[config.mk]
export PLATFORM = sky130hd
export DESIGN_NAME = uart_tx_fifo
export DESIGN_NICKNAME = d
export VERILOG_FILES = /design/src/rtl/uart_tx_fifo.sv
export SDC_FILE = /design/constraint.sdc
export NUM_CORES = 1
export LEC_CHECK = 0
export ABC_AREA = 1
export CAP_MARGIN = 20
export CORE_AREA = 2 2 94 96
export CTS_CLUSTER_DIAMETER = 100
export DETAILED_ROUTE_END_ITERATION = 16
export DIE_AREA = 0 0 96 98
export HOLD_SLACK_MARGIN = 0.06
export SYNTH_ARGS = -nofsm -noshare
export SYNTH_HDL_FRONTEND = slang
export SYNTH_SLANG_ARGS = --single-unit
[constraint.sdc]
create_clock -name clk -period 4.5 [get_ports clk]
set_input_delay 0.9 -clock clk [delete_from_list [all_inputs] [get_ports clk]]
set_output_delay 0.9 -clock clk [all_outputs]
set_load 0.05 [all_outputs]
[src/rtl/uart_tx_fifo.sv]
// UART transmitter fed by a small circular FIFO; frames are 8N1 (start 0, 8 data bits LSB first, stop 1).
// Latency: trmt sampled at edge k into an empty FIFO drives TX low after edge k+2; back-to-back frames have no idle gap.
// Backpressure: full is derived from the registered occupancy; a trmt seen while full is silently dropped.
//
// Ports:
//   clk      system clock, rising edge
//   rst_n    asynchronous active-low reset
//   trmt     write strobe, queues tx_data when high and full is low
//   tx_data  byte to queue
//   TX       registered serial line, idles high
//   full     FIFO holds DEPTH bytes
//   busy     frame in progress or bytes queued (registered, aligned with TX)
//   tx_done  one-cycle pulse during the last cycle of each stop bit
module uart_tx_fifo #(
  parameter int BAUD_DIV = 2604,
  parameter int DEPTH    = 4
) (
  input  logic       clk,
  input  logic       rst_n,
  input  logic       trmt,
  input  logic [7:0] tx_data,
  output logic       TX,
  output logic       full,
  output logic       busy,
  output logic       tx_done
);

  localparam int AW = $clog2(DEPTH);
  localparam int CW = AW + 1;
  localparam logic [15:0]   BAUD_RELOAD = 16'(BAUD_DIV - 1);
  localparam logic [CW-1:0] DEPTH_C     = CW'(DEPTH);

  typedef enum logic {IDLE, XMIT} state_t;

  // FIFO storage: no reset, entries beyond the occupancy are don't-care
  logic [7:0]    mem_q [DEPTH];
  logic [AW-1:0] wr_ptr_q, wr_ptr_d;
  logic [AW-1:0] rd_ptr_q, rd_ptr_d;
  logic [CW-1:0] count_q, count_d;

  state_t        state_q, state_d;
  logic [9:0]    shift_q, shift_d;
  logic [3:0]    bit_cnt_q, bit_cnt_d;
  logic [15:0]   baud_cnt_q, baud_cnt_d;
  logic          tx_q, tx_d;
  logic          busy_q, busy_d;
  logic          done_q, done_d;

  logic          push, pop, empty;

  assign full    = (count_q == DEPTH_C);
  assign empty   = (count_q == '0);
  // A pop in the same cycle does not make room: full comes from the registered count
  assign push    = trmt && !full;

  assign TX      = tx_q;
  assign busy    = busy_q;
  assign tx_done = done_q;

  // Pointer and occupancy bookkeeping
  always_comb begin
    wr_ptr_d = wr_ptr_q;
    rd_ptr_d = rd_ptr_q;
    count_d  = count_q;
    if (push) wr_ptr_d = wr_ptr_q + AW'(1);
    if (pop)  rd_ptr_d = rd_ptr_q + AW'(1);
    case ({push, pop})
      2'b10:   count_d = count_q + CW'(1);
      2'b01:   count_d = count_q - CW'(1);
      default: count_d = count_q;
    endcase
  end

  // Transmit FSM
  always_comb begin
    state_d    = state_q;
    shift_d    = shift_q;
    bit_cnt_d  = bit_cnt_q;
    baud_cnt_d = baud_cnt_q;
    pop        = 1'b0;
    done_d     = 1'b0;
    case (state_q)
      IDLE: begin
        if (!empty) begin
          pop        = 1'b1;
          shift_d    = {1'b1, mem_q[rd_ptr_q], 1'b0};
          bit_cnt_d  = 4'd0;
          baud_cnt_d = BAUD_RELOAD;
          state_d    = XMIT;
        end
      end
      XMIT: begin
        if (baud_cnt_q != 16'd0) begin
          baud_cnt_d = baud_cnt_q - 16'd1;
        end else if (bit_cnt_q == 4'd9) begin
          // Tenth bit period (the stop bit) has expired: the bit count would reach 10 here.
          // Reloading in this same cycle is what gives zero idle time between frames.
          done_d    = 1'b1;
          bit_cnt_d = 4'd10;
          if (!empty) begin
            pop        = 1'b1;
            shift_d    = {1'b1, mem_q[rd_ptr_q], 1'b0};
            bit_cnt_d  = 4'd0;
            baud_cnt_d = BAUD_RELOAD;
          end else begin
            state_d = IDLE;
          end
        end else begin
          shift_d    = {1'b1, shift_q[9:1]};
          bit_cnt_d  = bit_cnt_q + 4'd1;
          baud_cnt_d = BAUD_RELOAD;
        end
      end
      default: state_d = IDLE;
    endcase
  end

  // TX and busy lag the FSM by one register so both line up with the serial line
  always_comb begin
    tx_d   = (state_q == XMIT) ? shift_q[0] : 1'b1;
    busy_d = (state_q == XMIT) || !empty;
  end

  always_ff @(posedge clk or negedge rst_n) begin
    if (!rst_n) begin
      state_q    <= IDLE;
      shift_q    <= 10'h3FF;
      bit_cnt_q  <= 4'd0;
      baud_cnt_q <= 16'd0;
      tx_q       <= 1'b1;
      busy_q     <= 1'b0;
      done_q     <= 1'b0;
      wr_ptr_q   <= '0;
      rd_ptr_q   <= '0;
      count_q    <= '0;
    end else begin
      state_q    <= state_d;
      shift_q    <= shift_d;
      bit_cnt_q  <= bit_cnt_d;
      baud_cnt_q <= baud_cnt_d;
      tx_q       <= tx_d;
      busy_q     <= busy_d;
      done_q     <= done_d;
      wr_ptr_q   <= wr_ptr_d;
      rd_ptr_q   <= rd_ptr_d;
      count_q    <= count_d;
    end
  end

  always_ff @(posedge clk) begin
    if (push) mem_q[wr_ptr_q] <= tx_data;
  end

endmodule

==> run_results.csv, run 1 <==
group,metric,value,unit
timing,hold_viol,0,
floorplan,die-area,9410,sq um
worst_setup_path,end_kind,"output pin",
cts,clk-insertion-delay-late,0.36,ns
timing,timing_worst_slew_pin_value,0.918,ns
synthesis,mappedNetlistArea,3760,sq um
outcome,outcome,"finished, final reports clean",
finish,drive_above_1_share,0.103,
synthesis,muxShareOfSynthArea,0,
synthesis,synth_compound_gate_area_share,0.0193,
worst_setup_path,cp_data_arrival_time,1.85,ns
grt,vias_in_the_first_global_route,2590,
cts,post_cts_hold_buffer_count,0,
worst_setup_path,rr_endpoint,"count_q[2]$_DFFE_PN0P_",
finish,layout.area.seq,2000,sq um
cts,clock_tree_from_tritoncts,"done",
worst_setup_path,timing.reg2reg.worst_path_depth,15,
cts,clkTransAtPathRegs,0.09,ns
pwr,powerDensity,378,nW/um^2
synthesis,netlist_instances,445,
timing,report.final.setup_viol,0,
routing,drt_initial_violations,113,
cts,cts.sinks,73,
finish,n_antenna_cell,0,
worst_setup_path,regToRegStartpoint,"baud_cnt_q[0]$_DFF_PN0_",
pwr,p_leak,1.94,nW
synthesis,synth-xor-area-share,0.0279,
placement,pre_cts_ws,1.89,ns
synthesis,main_combinational_cell_family_by_area_after_synthesis,"simple AND/OR/NAND/NOR gates",
placement,post_dp_cell_area,3970,sq um
routing,avgViaCountPerCell,4.85,
worst_setup_path,crit_path_start_kind,"flop",
cts,tritoncts.num_buffers,9,
synthesis,share_of_the_yosys_chip_area_belonging_to_registers,0.531,
timing,layout_min_cycle_time,2.75,ns
grt,grt_start_max_net_pins,42,
finish,finish.net_count,480,
pwr,vdd_drop_max,239,uV
grt,grt_pass1_wl,12.5,mm
hold_path,timing.hold.worst.class,"reg -> reg",
cts,clk_path_buf_depth,2,
worst_setup_path,path_max_fanout,3,
hold_path,hp-start,"shift_q[9]$_DFFE_PN1P_",
grt,initial_antenna_violation_count,0,
worst_setup_path,setup.worst_path.start,"count_q[1]$_DFFE_PN0P_",
placement,gp_congestion,0.914,
synthesis,synth-seq-cells,73,
timing,min_hold_slack,0.475,ns
cts,cts_resized,0,
floorplan,floorplan.core_area,8470,sq um
floorplan,die_height,98,um
timing,achievable-frequency,364,MHz
timing,min_period_over_period,0.611,
timing,final.setup.worst_slack,1.75,ns
timing,slew_violations,0,
finish,stdcell_area,4180,sq um
routing,routed_wl,7.30,mm
worst_setup_path,ff2ff_setup_slack,1.90,ns
worst_setup_path,crit_path_to,"full",
synthesis,synth.net_count,466,
floorplan,dieWidth,96,um
finish,leading_cell_type_in_the_layout_fill_and_taps_excluded,"sky130_fd_sc_hd__nand2_1",
grt,grt_use_total,0.171,
finish,multi_input_comb_area,1510,sq um
placement,io_port_bufs,14,
floorplan,initial_core_util,0.445,
worst_setup_path,worstSetupPathType,"reg -> out",
finish,flow.area_growth_from_synthesis,11.1,%
synthesis,mapped_avg_cell_area,8.46,sq um
routing,drt-pass1-iter-count,4,
cts,clock_tree.htree_level_count,3,
worst_setup_path,crit_required,3.60,ns
routing,drcViolationCount,0,
timing,finClkSkew,0.0113,ns
run,maxCapViolations,0,
synthesis,synth-adder-area-share,0.0352,
cts,clk_root_buffer_cell,"sky130_fd_sc_hd__clkbuf_8",
cts,post_cts_setup_bufs,0,
finish,final.fill_count,812,
finish,postLayoutCoreUtil,0.494,
synthesis,yosysUniqueCellTypes,29,
synthesis,yosys_warnings,0,
finish,final_cell_mix,"sky130_fd_sc_hd__nand2_1, sky130_fd_sc_hd__inv_1, sky130_fd_sc_hd__nand3_1",
floorplan,io-pin-count,15,
routing,route.antenna.remaining_nets,0,
routing,drt-wirelength-per-cell,12.8,um
timing,grt_setup_unrepaired,"false",
routing,detailroute.via_count,2775,
floorplan,total_number_of_placement_rows,34,
timing,totalNegativeSetupSlack,0,ns
synthesis,synth-simple-area-share,0.318,
timing,slew-limit-headroom,0.388,
placement,hpwlAfterDp,5.09,mm
grt,grt-ovfl-total,0,
[critical path: stages (launching register included)]
cell                              delay [ns]
sky130_fd_sc_hd__dfrtp_1                0.40
sky130_fd_sc_hd__nor2_1                 0.14
sky130_fd_sc_hd__nand2_1                0.10
sky130_fd_sc_hd__inv_1                  0.06
sky130_fd_sc_hd__clkdlybuf4s50_1        0.79
[synth_stat cells, drive strengths merged]
cell type	count	area (sq um)
inv	51	191
edfxtp	32	961
nand2	181	718
a21oi	1	5.00
xnor2	3	26.3
ha	9	113
nand4	4	25.0
xor2	9	78.8
dfrtp	30	751
o21ai	12	60.1
dfstp	11	289
o31ai	1	7.51
nand3b	3	22.5
clkbuf	3	11.3
nand3	47	240
buf	8	52.6
nor2	33	161
or2	1	6.26
fa	1	20.0
nor3	5	25.0
[routing by layer]
metal | share of wire | track usage
met1 | 0.49 | 0.236
met2 | 0.46 | 0.264
met3 | 0.035 | 0.0278
met4 | 0.015 | 0.0725
met5 | 0 | 0
[cells by family after synthesis]
| group | count (synthesis) |
|---|---|
| DFF | 73 |
| xor gates and xnor gates | 12 |
| buffers and inverters | 62 |
| and+or+nand+nor | 274 |
| adders and majority gates | 10 |
| AOI/OAI and AO/OA | 14 |
[flip-flops by register name (all words and copies together), names as in the netlist]
name        flops
mem_q          32
tx_done         1
count_q         3
TX              1
busy            1
wr_ptr_q        2
bit_cnt_q       4
rd_ptr_q        2
baud_cnt_q     16
shift_q        10
state_q         1
[worst min-delay path by stage]
stage / endpoint / slack, ns / cells after the start
after floorplan: shift_q[9]$_DFFE_PN1P_ / 0.44 / 2
after global placement: shift_q[0]$_DFFE_PN1P_ / 0.46 / 2
after detailed placement: shift_q[9]$_DFFE_PN1P_ / 0.47 / 2
after CTS: shift_q[9]$_DFFE_PN1P_ / 0.48 / 2
after global routing: shift_q[0]$_DFFE_PN1P_ / 0.52 / 2
final: shift_q[9]$_DFFE_PN1P_ / 0.48 / 2
[stage by stage]
| stage | cells | power (mW) |
|---|---|---|
| after floorplan | 445 | 0.974 |
| after global placement | 556 | 1.04 |
| after detailed placement | 556 | 1.05 |
| after CTS | 572 | 1.60 |
| after global routing | 572 | 1.66 |
| final | 572 | 1.58 |
[area by class of cell]
| type | count | share of cell area |
|---|---|---|
| clock buffers | 9 | 0.0296 |
| clock inverters | 7 | 0.0206 |
| inverters | 51 | 0.0458 |
| multi-input cells | 310 | 0.361 |
| flip-flops and latches | 73 | 0.478 |
| well taps | 108 | 0.0323 |
| repair buffers | 14 | 0.0323 |
[report_power, final]
group,total [mW],internal (mW),leakage (nW),switching [mW]
Sequential,0.811,0.783,0.754,0.0275
Combinational,0.216,0.0656,1.08,0.151
Clock,0.552,0.269,0.104,0.284
Total,1.58,1.12,1.94,0.462
No activity file was read; power rests on OpenSTA's default activity.
==> inputs of run 2 (changes only) <==
==> constraint.sdc (replaced) <==
create_clock -name clk -period 2.7 [get_ports clk]
set_input_delay 0.54 -clock clk [delete_from_list [all_inputs] [get_ports clk]]
set_output_delay 0.54 -clock clk [all_outputs]
set_load 0.05 [all_outputs]
==> run 2 against run 1 <==
  * Clock power rose by 70%
  * Sequential cell count did not move
  * Register-to-register slack got worse by 1.6 ns
  * Final area rose by 1.4%
  * Highest routed layer unchanged
  * Largest cell class unchanged
==> run_results.csv, run 2 (synthesis results as in run 1) <==
group,metric,value,unit
grt,vias_in_the_first_global_route,2670,
placement,pre_cts_ws,0.357,ns
cts,clk-insertion-delay-late,0.36,ns
worst_setup_path,worstSetupPathType,"reg -> out",
cts,clk_path_buf_depth,2,
worst_setup_path,crit_required,2.16,ns
grt,initial_antenna_violation_count,0,
pwr,total_power,2.68,mW
cts,clock_tree_from_tritoncts,"done",
timing,layout_min_cycle_time,2.41,ns
timing,finClkSkew,0.0107,ns
finish,n_antenna_cell,0,
floorplan,dieWidth,96,um
cts,clk_root_buffer_cell,"sky130_fd_sc_hd__clkbuf_8",
routing,drt-wirelength-per-cell,13.1,um
finish,final.fill_count,808,
outcome,outcome,"finished, final reports clean",
worst_setup_path,cp_data_arrival_time,1.87,ns
pwr,total_switching_power,0.797,mW
timing,slew_violations,0,
timing,achievable-frequency,416,MHz
finish,flow.area_growth_from_synthesis,12.6,%
finish,max_reg_flops,32,
grt,grt-ovfl-total,0,
timing,hold_viol,0,
pwr,swShare,0.298,
routing,detailroute.via_count,2762,
grt,grt_pass1_wl,13.1,mm
finish,leading_cell_type_in_the_layout_fill_and_taps_excluded,"sky130_fd_sc_hd__nand2_1",
cts,post_cts_setup_bufs,0,
floorplan,die_height,98,um
cts,cts.sinks,73,
timing,grt_setup_unrepaired,"false",
routing,avgViaCountPerCell,4.76,
finish,top_regs,"mem_q x32, baud_cnt_q x16, shift_q x10",
placement,hpwlAfterDp,5.21,mm
routing,drt_initial_violations,116,
pwr,combPwrFrac,0.146,
pwr,p_leak,1.99,nW
routing,drt-pass1-iter-count,6,
cts,cts_resized,0,
run,maxCapViolations,0,
floorplan,io-pin-count,15,
floorplan,die-area,9410,sq um
timing,report.final.setup_viol,0,
timing,min_period_over_period,0.891,
cts,post_cts_hold_buffer_count,0,
cts,clock_tree.htree_level_count,3,
worst_setup_path,end_kind,"output pin",
worst_setup_path,path_max_fanout,3,
timing,final.setup.worst_slack,0.294,ns
grt,grt_start_max_net_pins,42,
cts,tritoncts.num_buffers,9,
pwr,power_frac_clock,0.349,
timing,timing_worst_slew_pin_value,0.922,ns
pwr,powerDensity,632,nW/um^2
placement,gp_congestion,0.938,
cts,clkTransAtPathRegs,0.09,ns
worst_setup_path,crit_path_start_kind,"flop",
placement,io_port_bufs,14,
timing,totalNegativeSetupSlack,0,ns
floorplan,floorplan.core_area,8470,sq um
floorplan,initial_core_util,0.445,
finish,stdcell_area,4240,sq um
grt,grt_use_total,0.181,
routing,routed_wl,7.61,mm
pwr,vdd_drop_max,422,uV
finish,largest-register,"mem_q",
finish,drive_above_1_share,0.119,
hold_path,timing.hold.worst.class,"in -> async",
finish,finish.net_count,488,
floorplan,total_number_of_placement_rows,34,
pwr,power.sequential.fraction,0.504,
pwr,internal_power,1.88,mW
placement,post_dp_cell_area,4030,sq um
timing,slew-limit-headroom,0.385,
finish,final_cell_mix,"sky130_fd_sc_hd__nand2_1, sky130_fd_sc_hd__inv_1, sky130_fd_sc_hd__nand3_1",
routing,drcViolationCount,0,
routing,route.antenna.remaining_nets,0,
finish,postLayoutCoreUtil,0.501,
-- run 2: layout make-up --
cell class                 count  area [sq um]  area share
clock buffer                   9           124      0.0292
clock inverter                 7          85.1      0.0201
multi-input combinational    310          1510       0.356
inverter                      51           191      0.0451
tap                          108           135      0.0319
timing repair buffer          22           195      0.0460
sequential                    73          2000       0.472
-- run 2: path summary, 6_finish.rpt --
check	from	to	slack, ns	cells past startpoint
min	rst_n	state_q$_DFF_PN0_	0.31	1
max reg2reg	baud_cnt_q[0]$_DFF_PN0_	count_q[2]$_DFFE_PN0P_	0.34	15
max	count_q[0]$_DFFE_PN0P_	full	0.29	4
min in group clk	shift_q[9]$_DFFE_PN1P_	shift_q[9]$_DFFE_PN1P_	0.47	2
max in group asynchronous	rst_n	bit_cnt_q[1]$_DFFE_PN0P_	1.81	1
min reg2reg	shift_q[9]$_DFFE_PN1P_	shift_q[9]$_DFFE_PN1P_	0.47	2
-- run 2: layer usage --
| layer | vias to the layer above | track usage | wire, um |
|---|---|---|---|
| li1 | 1450 | - | - |
| met1 | 1257 | 0.260 | 3750 |
| met2 | 39 | 0.263 | 3480 |
| met3 | 16 | 0.0316 | 189 |
| met4 | 0 | 0.0868 | 195 |
| met5 | - | 0 | 0 |
-- run 2: worst max-delay path, stage by stage, from the launching register on --
cell	delay, ns
sky130_fd_sc_hd__dfrtp_1	0.41
sky130_fd_sc_hd__nor2_1	0.13
sky130_fd_sc_hd__nand2_1	0.11
sky130_fd_sc_hd__inv_1	0.07
sky130_fd_sc_hd__clkdlybuf4s50_1	0.79
-- run 2: power by group through the flow --
stage                     Combinational, mW  Sequential [mW]  Clock, mW
after CTS                             0.403             1.35      0.949
after detailed placement              0.402             1.37          0
final                                 0.392             1.35      0.936
after global routing                  0.446             1.36      0.995
after global placement                0.391             1.37          0
after floorplan                       0.259             1.36          0
-- run 2: metrics by stage --
stage | hold slack, ns | cells
after global placement | 0.454 | 564
after detailed placement | 0.459 | 564
after CTS | 0.333 | 580
after floorplan | 0.244 | 445
final | 0.310 | 580
after global routing | 0.408 | 580
==> inputs of run 3 (changes only) <==
--- a/config.mk
+++ b/config.mk
@@ -7,11 +7,12 @@
 export LEC_CHECK = 0
 export ABC_AREA = 1
 export CAP_MARGIN = 20
-export CORE_AREA = 2 2 94 96
+export CORE_AREA = 2 2 126 128
 export CTS_CLUSTER_DIAMETER = 100
 export DETAILED_ROUTE_END_ITERATION = 16
-export DIE_AREA = 0 0 96 98
+export DIE_AREA = 0 0 128 130
 export HOLD_SLACK_MARGIN = 0.06
 export SYNTH_ARGS = -nofsm -noshare
 export SYNTH_HDL_FRONTEND = slang
 export SYNTH_SLANG_ARGS = --single-unit
+export TNS_END_PERCENT = 10
==> run 3 against run 2 <==
  * Sequential power is essentially flat
  * Count of clock-buffer cells in the layout is the same
  * Global-route usage shrank 8.1 points
  * Clock power grew 32%
  * Wire length grew 1.0%
  * Final area grew 4.7%
  * Cell count grew 14%
  * Fmax shrank 2.3%
  * Critical path type is now reg -> reg
  * Critical endpoint is now count_q[2]$_DFFE_PN0P_
  * Largest power group unchanged
==> run_results.csv, run 3 (synthesis results as in run 1) <==
group,metric,value,unit
cts,clkTransAtPathRegs,0.06,ns
finish,final_cell_mix,"sky130_fd_sc_hd__nand2_1, sky130_fd_sc_hd__inv_1, sky130_fd_sc_hd__nand3_1",
floorplan,die_height,130,um
routing,detailroute.via_count,2877,
worst_setup_path,end_kind,"flop",
worst_setup_path,ff2ff_setup_slack,0.24,ns
floorplan,dieWidth,128,um
cts,clock_tree.htree_level_count,3,
grt,grt_util_met2,0.165,
hold_path,timing.hold.worst.class,"in -> async",
routing,routed_wl,7.69,mm
outcome,outcome,"finished, final reports clean",
finish,layout.area.seq,2000,sq um
finish,max_reg_flops,32,
worst_setup_path,rr_endpoint,"count_q[2]$_DFFE_PN0P_",
timing,grt_setup_unrepaired,"false",
pwr,powerDensity,675,nW/um^2
worst_setup_path,timing.reg2reg.worst_path_depth,15,
pwr,p_leak,2.02,nW
cts,post_cts_hold_buffer_count,0,
grt,initial_antenna_violation_count,0,
worst_setup_path,crit_path_start_kind,"flop",
placement,hpwlAfterDp,5.36,mm
timing,min_hold_slack,0.358,ns
placement,gp_congestion,0.898,
routing,drcViolationCount,0,
timing,min_period_over_period,0.912,
grt,grt-ovfl-total,0,
placement,post_dp_cell_area,4130,sq um
worst_setup_path,cp_data_arrival_time,2.73,ns
grt,grt_pass1_wl,13.4,mm
floorplan,floorplan.core_area,15400,sq um
worst_setup_path,path_max_fanout,13,
finish,finish.net_count,487,
finish,stdcell_area,4440,sq um
worst_setup_path,critical-path-slowest-cell,"sky130_fd_sc_hd__dfrtp_1",
grt,grt_use_total,0.100,
timing,layout_min_cycle_time,2.46,ns
finish,top_regs,"mem_q x32, baud_cnt_q x16, shift_q x10",
finish,n_antenna_cell,0,
grt,grt_use_met3,0.0303,
worst_setup_path,crit_required,2.97,ns
timing,slew-limit-headroom,0.361,
finish,final.fill_count,1631,
finish,largest-register,"mem_q",
routing,drt-wirelength-per-cell,11.6,um
cts,tritoncts.num_buffers,9,
timing,hold_viol,0,
cts,clock_tree_from_tritoncts,"done",
timing,slew_violations,0,
placement,io_port_bufs,14,
worst_setup_path,worstSetupPathType,"reg -> reg",
routing,drt_initial_violations,225,
worst_setup_path,regToRegStartpoint,"baud_cnt_q[0]$_DFF_PN0_",
routing,route.antenna.remaining_nets,0,
routing,avgViaCountPerCell,4.34,
grt,m1_gr_usage,0.127,
routing,drt-pass1-iter-count,5,
timing,finClkSkew,0.00880,ns
pwr,vdd_drop_max,320,uV
timing,achievable-frequency,406,MHz
cts,cts.sinks,73,
finish,flow.area_growth_from_synthesis,17.9,%
finish,leading_cell_type_in_the_layout_fill_and_taps_excluded,"sky130_fd_sc_hd__nand2_1",
cts,clk-insertion-delay-late,0.34,ns
finish,multi_input_comb_area,1510,sq um
grt,vias_in_the_first_global_route,2824,
floorplan,io-pin-count,15,
run,maxCapViolations,0,
floorplan,die-area,16600,sq um
floorplan,total_number_of_placement_rows,46,
timing,timing_worst_slew_pin_value,0.959,ns
floorplan,initial_core_util,0.244,
cts,clk_path_buf_depth,2,
grt,grt_start_max_net_pins,42,
grt,grt_busiest_layer,"met2",
cts,clk_root_buffer_cell,"sky130_fd_sc_hd__clkbuf_16",
worst_setup_path,path_cells,"inv_2 > ha_1 > nand2_1 > nor2_4 > nand2_4 > nand2_8 > nand3_1 > inv_1 > ha_1 > inv_1 > fa_1 > nor2_1 > nor2_1 > nand2_1 > xor2_1",
timing,totalNegativeSetupSlack,0,ns
finish,drive_above_1_share,0.119,
timing,report.final.setup_viol,0,
worst_setup_path,critical_path.max_stage_delay,0.40,ns
[run 3: changes by cell type in the layout (fill, tap and decap cells not counted), moves of 2 or more]
cell	delta
sky130_fd_sc_hd__clkinvlp_4	+2
sky130_fd_sc_hd__clkbuf_16	+9
sky130_fd_sc_hd__clkbuf_8	-9
sky130_fd_sc_hd__clkinv_4	-2
[run 3: layout make-up]
class | instances | area share
timing repair buffer | 21 | 0.0423
clock buffer | 9 | 0.0507
clock inverter | 7 | 0.0192
multi-input combinational | 310 | 0.340
tap | 192 | 0.0541
inverter | 51 | 0.0431
sequential | 73 | 0.451
[run 3: critical path, delay by kind of cell, from the launching register on]
kind / cells / cell delay, ns
buffers and inverters: 3 / 0.26
flip-flops: 1 / 0.40
XOR/XNOR: 1 / 0.15
AND/OR/NAND/NOR: 8 / 0.82
adder cells (fa/ha/maj): 3 / 0.74
[run 3: timing repair]
action,4_1_cts,5_1_grt
setup endpoints to repair,0,1
buffers inserted,0,0
gates resized for setup,0,1
[run 3: per-layer routing]
metal | routed length (um) | vias to the layer above | share of wire
met2 | 3590 | 43 | 0.47
met5 | 0 | - | 0
met3 | 323 | 8 | 0.042
li1 | - | 1447 | -
met4 | 76 | 0 | 0.0099
met1 | 3700 | 1379 | 0.48
[run 3: worst max-delay path by stage]
stage	from	to	slack [ns]	cells past startpoint
6_report	baud_cnt_q[0]$_DFF_PN0_	count_q[2]$_DFFE_PN0P_	0.24	15
5_1_grt	baud_cnt_q[0]$_DFF_PN0_	count_q[2]$_DFFE_PN0P_	0.05	15
4_1_cts	baud_cnt_q[0]$_DFF_PN0_	count_q[2]$_DFFE_PN0P_	0.19	15
3_5_place_dp	baud_cnt_q[0]$_DFF_PN0_	count_q[2]$_DFFE_PN0P_	0.18	15
3_3_place_gp	baud_cnt_q[0]$_DFF_PN0_	count_q[2]$_DFFE_PN0P_	0.33	15
2_1_floorplan	baud_cnt_q[0]$_DFF_PN0_	count_q[2]$_DFFE_PN0P_	0.51	15
[run 3: report_power, final]
part | total, mW | internal, mW | leakage [nW] | switching [mW]
combinational | 0.403 | 0.132 | 1.12 | 0.271
sequential | 1.35 | 1.31 | 0.754 | 0.0473
clock | 1.24 | 0.734 | 0.146 | 0.506
total | 3.00 | 2.17 | 2.02 | 0.823
[run 3: per-stage QoR]
stage	setup slack, ns	cells	power, mW	util
4_1_cts	0.189	663	3.04	0.288
2_1_floorplan	0.514	445	1.62	-
3_5_place_dp	0.176	647	1.79	0.268
6_report	0.238	663	3.00	0.288
3_3_place_gp	0.328	647	1.77	0.268
5_1_grt	0.0453	663	3.14	0.288
